$ cat src/rtl/vram_write_queue.sv
// Posted-write FIFO that drains snooped CPU framebuffer writes into VRAM
// inside a fixed 3-clock window phased against the video fetch sequence.
module vram_write_queue #(
    parameter int         DEPTH   = 8,
    parameter logic [2:0] WR_SLOT = 3'd4
) (
    input  logic                   pixClk,
    input  logic                   Reset,
    input  logic [2:0]             seq,
    input  logic                   wrReq,
    input  logic [14:0]            wrAddr,
    input  logic [7:0]             wrData,
    input  logic                   wrBuf,
    output logic [14:0]            vramAddr,
    output logic [7:0]             vramData,
    output logic                   vramDataOE,
    output logic                   nvramWE,
    output logic                   nvramCE0,
    output logic                   nvramCE1,
    output logic                   wrBusy,
    output logic [$clog2(DEPTH):0] fifoCount,
    output logic                   fifoEmpty,
    output logic                   fifoFull,
    output logic                   overflow
);

    localparam int AW = $clog2(DEPTH);
    localparam logic [AW:0] FULL_CNT = DEPTH[AW:0];

    typedef enum logic [1:0] {IDLE, SETUP, STROBE, HOLD} state_t;

    state_t          state, state_nxt;
    logic [23:0]     mem [DEPTH];
    logic [AW-1:0]   rd_ptr, wr_ptr;
    logic [AW:0]     count_nxt;
    logic [23:0]     head;
    logic            push, pop;

    assign head   = mem[rd_ptr];
    // The entry leaves the FIFO only once the bus cycle is complete.
    assign pop    = (state == HOLD);
    assign push   = wrReq && (!fifoFull || pop);
    assign wrBusy = (state != IDLE);

    always_ff @(posedge pixClk) begin
        if (push)
            mem[wr_ptr] <= {wrBuf, wrAddr, wrData};
    end

    always_comb begin
        count_nxt = fifoCount;
        if (push && !pop)
            count_nxt = fifoCount + 1'b1;
        else if (pop && !push)
            count_nxt = fifoCount - 1'b1;
    end

    always_ff @(posedge pixClk or posedge Reset) begin
        if (Reset) begin
            rd_ptr    <= '0;
            wr_ptr    <= '0;
            fifoCount <= '0;
            fifoEmpty <= 1'b1;
            fifoFull  <= 1'b0;
            overflow  <= 1'b0;
        end else begin
            if (push)
                wr_ptr <= wr_ptr + 1'b1;
            if (pop)
                rd_ptr <= rd_ptr + 1'b1;
            fifoCount <= count_nxt;
            fifoEmpty <= (count_nxt == '0);
            fifoFull  <= (count_nxt == FULL_CNT);
            if (wrReq && !push)
                overflow <= 1'b1;
        end
    end

    always_ff @(posedge pixClk or posedge Reset) begin
        if (Reset)
            state <= IDLE;
        else
            state <= state_nxt;
    end

    always_comb begin
        state_nxt = state;
        case (state)
            IDLE:    if (!fifoEmpty && seq == WR_SLOT) state_nxt = SETUP;
            SETUP:   state_nxt = STROBE;
            STROBE:  state_nxt = HOLD;
            HOLD:    state_nxt = IDLE;
            default: state_nxt = IDLE;
        endcase
    end

    // Bus pins are registered off the next state so they line up with it;
    // address, data and CE are captured once in SETUP and held through HOLD.
    always_ff @(posedge pixClk or posedge Reset) begin
        if (Reset) begin
            vramAddr   <= '0;
            vramData   <= '0;
            vramDataOE <= 1'b0;
            nvramWE    <= 1'b1;
            nvramCE0   <= 1'b1;
            nvramCE1   <= 1'b1;
        end else begin
            case (state_nxt)
                SETUP: begin
                    vramAddr   <= head[22:8];
                    vramData   <= head[7:0];
                    vramDataOE <= 1'b1;
                    nvramWE    <= 1'b1;
                    nvramCE0   <= head[23];
                    nvramCE1   <= !head[23];
                end
                STROBE:  nvramWE <= 1'b0;
                HOLD:    nvramWE <= 1'b1;
                default: begin
                    vramDataOE <= 1'b0;
                    nvramWE    <= 1'b1;
                    nvramCE0   <= 1'b1;
                    nvramCE1   <= 1'b1;
                end
            endcase
        end
    end

endmodule

$ cat config.mk
export PLATFORM = sky130hd
export DESIGN_NAME = vram_write_queue
export DESIGN_NICKNAME = d
export VERILOG_FILES = /design/src/rtl/vram_write_queue.sv
export SDC_FILE = /design/constraint.sdc
export NUM_CORES = 1
export LEC_CHECK = 0
export BUFFER_PORTS_ARGS = -buffer_cell sky130_fd_sc_hd__clkbuf_2
export CAP_MARGIN = 10
export CELL_PAD_IN_SITES_DETAIL_PLACEMENT = 2
export CELL_PAD_IN_SITES_GLOBAL_PLACEMENT = 2
export CORE_ASPECT_RATIO = 1.1
export CORE_MARGIN = 1.5
export CORE_UTILIZATION = 52
export CTS_BUF_LIST = sky130_fd_sc_hd__clkbuf_2
export DETAILED_ROUTE_END_ITERATION = 12
export PLACE_DENSITY_LB_ADDON = 0.12
export SYNTH_ARGS = -nofsm -noshare
export SYNTH_HDL_FRONTEND = slang
export SYNTH_SLANG_ARGS = --single-unit
export TNS_END_PERCENT = 100
$ cat constraint.sdc
create_clock -name pixClk -period 7.5 [get_ports pixClk]
set_input_delay 1.5 -clock pixClk [delete_from_list [all_inputs] [get_ports pixClk]]
set_output_delay 1.5 -clock pixClk [all_outputs]
set_load 0.005 [all_outputs]
==> impl_metrics.csv <==
group,metric,value,unit
sta,clock_skew,0.04983,ns
global_route,first_global_vias,5627,
cells_and_area,area_growth,12.80,%
worst_setup_path,cp-startpoint,"state[0]$_DFF_PP0_",
global_route,grt_max_degree,51,
worst_setup_path,crit_required,6.00,ns
synth,synthFlopType,"edfxtp_1",
clock_tree,cts_setup_buffers,0,
power_and_ir_drop,power_frac_clock,0.221,
synth,synthCells,459,
die,fp.coreArea,0.01702,mm^2
min_path,hold_path_class,"flip-flop to flip-flop",
sta,min_period_over_period,0.4349,
route,routed_wl,23.85,mm
die,die_w,128.8,um
global_route,grt_util_all_layers,0.2817,
synth,synth_mux_area_frac,0.1494,
synth,synth_simple_gate_area_frac,0.03577,
synth,yosys.area.top_type,"edfxtp_1",
sta,setup_violations,0,
die,start_util,0.5324,
route,route.detailed.wl_per_inst,28.06,um
flow_run,cap_viol_max_count,0,
sta,max_freq,306.6,MHz
route,drtIter0Drc,324,
die,dieArea,0.01822,mm^2
worst_setup_path,cp_max_fo,5,
global_route,antenna_found_initial,0,
clock_tree,postCtsHoldBufs,0,
worst_setup_path,r2r-start,"state[0]$_DFF_PP0_",
sta,worst_pin_slew,1.086,ns
worst_setup_path,end_kind,"output pin",
sta,rsz0062_at_grt,"no",
power_and_ir_drop,p_switching,0.001480,W
power_and_ir_drop,leakage,3.729,nW
synth,ys.warnings.count,0,
clock_tree,ctsLongestPathBuffers,3,
die,rows,50,
die,die_h,141.4,um
synth,synth-xor-area-share,0.005801,
route,drc,0,
place,pre_cts_slack,4.127,ns
sta,finalHoldViolations,0,
clock_tree,cts_root_buffer,"clkbuf_2",
clock_tree,clock_latency,0.83,ns
place,dp_hpwl,12.44,mm
clock_tree,cts_made_buffers,56,
place,gp_congestion,0.6976,
synth,postSynth.asyncResetShare,0.1795,
synth,netlist_top_cells_area,"edfxtp_1 64%, mux4_2 12%, dfrtp_1 10%",
route,viasPerCell,5.696,
worst_setup_path,path_class,"flip-flop to output pin",
global_route,grt_pass1_wl,36.08,mm
route,ant_nets,0,
route,drt-pass1-iter-count,4,
power_and_ir_drop,power-per-cell-area,401.5,mW/mm^2
sta,relSlewSlack,0.2751,
place,dpl.cell_count,744,
synth,synth_top_family_by_area,"multiplexers",
sta,slew_viol_final,0,
clock_tree,clk_pin_slew_worst_paths,0.11,ns
cells_and_area,fin_nets,607,
synth,synth_compound_area_frac,0.02445,
clock_tree,cts_sinks,234,
die,io_pins,65,
synth,syn_nets,498,
power_and_ir_drop,p_seq_frac,0.468,
route,vias,4842,
place,io_buffers,64,
clock_tree,cts_resized,0,
clock_tree,cts_tree,"yes",
synth,yosysSeqAreaShare,0.7530,
power_and_ir_drop,p_comb_frac,0.311,
worst_setup_path,arrival,1.76,ns
sta,final.min_clock_period,3.262,ns
synth,ys_types,41,
clock_tree,cts_max_level,2,
power_and_ir_drop,switching_share,0.3607,
worst_setup_path,cp-start-kind,"flip-flop",
global_route,grt_overflow_total,0,
status,status,"complete, no violations",
cells_and_area,n_antenna_cell,0,
power_and_ir_drop,ir_drop,0.0003164,V
min_path,hold_path.startpoint,"overflow$_DFFE_PP0P_",
power_and_ir_drop,power.internal,0.002623,W
synth,syn_avg_cell_area,19.74,um^2
sta,fin_ws,4.238,ns
synth,synth_fa_ha_area_frac,0.01243,
cells_and_area,finalNonFillerCells,850,
synth,synth_top_area_share,0.6365,
synth,netlist_area,0.009059,mm^2
sta,fin_tns_setup,0,ns
cells_and_area,drive_gt1_frac,0.3718,
synth,synth.ff_latch_count,234,
synth,synth_edf_count,192,
[path summary, 6_finish.rpt]
kind	end	slack [ns]	cells past startpoint
hold reg to reg	overflow$_DFFE_PP0P_	0.49	1
setup reg to reg	mem[1][1]$_DFFE_PP_	4.53	6
hold / removal	overflow$_DFFE_PP0P_	0.49	1
setup / recovery	wrBusy	4.24	4
max in group asynchronous	rd_ptr[0]$_DFFE_PP0P_	5.77	2
min in group asynchronous	vramAddr[9]$_DFFE_PP0N_	0.92	2
[worst max-delay path: stages, from the launching register on]
cell and delay, ns:
dfrtp_1 0.43, inv_1 0.21, ha_1 0.18, inv_1 0.04
clkbuf_2 0.10
[flip-flops by register name, summed over array words and instances (netlist names), 2 cells and up]
signal / flops
rd_ptr: 3
state: 2
mem: 192
vramAddr: 15
wr_ptr: 3
fifoCount: 4
vramData: 8
[power groups by stage]
stage	Combinational (W)	Clock, W	Sequential (W)
after floorplan	0.000940	0	0.00181
after global placement	0.00115	0	0.00191
after detailed placement	0.00125	0	0.00195
after CTS	0.00130	0.000940	0.00193
after global routing	0.00138	0.000991	0.00196
final	0.00128	0.000909	0.00192
[cells by family (layout without fill, tap and decap cells)]
| family | count (synthesis) | count (layout) |
|---|---|---|
| xor gates and xnor gates | 6 | 6 |
| AOI/OAI and AO/OA | 37 | 37 |
| buffers and inverters | 34 | 191 |
| DFF | 234 | 234 |
| and+or+nand+nor | 64 | 64 |
| adders and majority gates | 9 | 9 |
| muxes | 75 | 75 |
[routing by layer]
layer	up-vias	global-route usage	wire length, um
met5	-	0	0
met4	0	0.1029	573
li1	2057	-	-
met1	2555	0.3515	9131
met3	45	0.05505	1343
met2	185	0.4914	12800
[cell usage in the layout, fill, tap and decap left out, types with 4 or more instances in the layout]
cell	instances
edfxtp_1	192
clkbuf_2	145
dfstp_2	4
mux2i_1	25
nor2_1	26
inv_1	9
buf_4	11
ha_1	9
xnor2_1	5
nor3_2	4
a21oi_1	27
dfrtp_1	36
nand2_1	8
clkinv_1	19
mux4_2	48
[stage by stage]
step | hold slack (ns) | total power, W | area (um^2) | util
2_1_floorplan | 0.4678 | 0.002753 | 9059 | -
3_3_place_gp | 0.4618 | 0.003063 | 9658 | 0.5676
3_5_place_dp | 0.4610 | 0.003197 | 9658 | 0.5676
4_1_cts | 0.4919 | 0.004164 | 10220 | 0.6005
5_1_grt | 0.5238 | 0.004330 | 10220 | 0.6005
6_report | 0.4936 | 0.004103 | 10220 | 0.6005
[cell usage after synthesis (all sizes together) (4+ instances only)]
cell	n
dfstp	4
mux2i	25
inv	10
nand2	8
nor3	4
mux4	48
clkbuf	9
ha	9
edfxtp	192
buf	15
xnor2	5
dfrtp	38
a21oi	27
nor2	29
[final cells by class]
cell class                 count  area (um^2)
sequential                   234         6827
fill                        1453         6798
inverter                      10        37.54
clock buffer                  81        405.4
timing repair buffer          75        402.9
tap                          234        292.8
clock inverter                25        155.1
multi-input combinational    191         2098
Note: power is estimated with default switching activity, not from simulation.
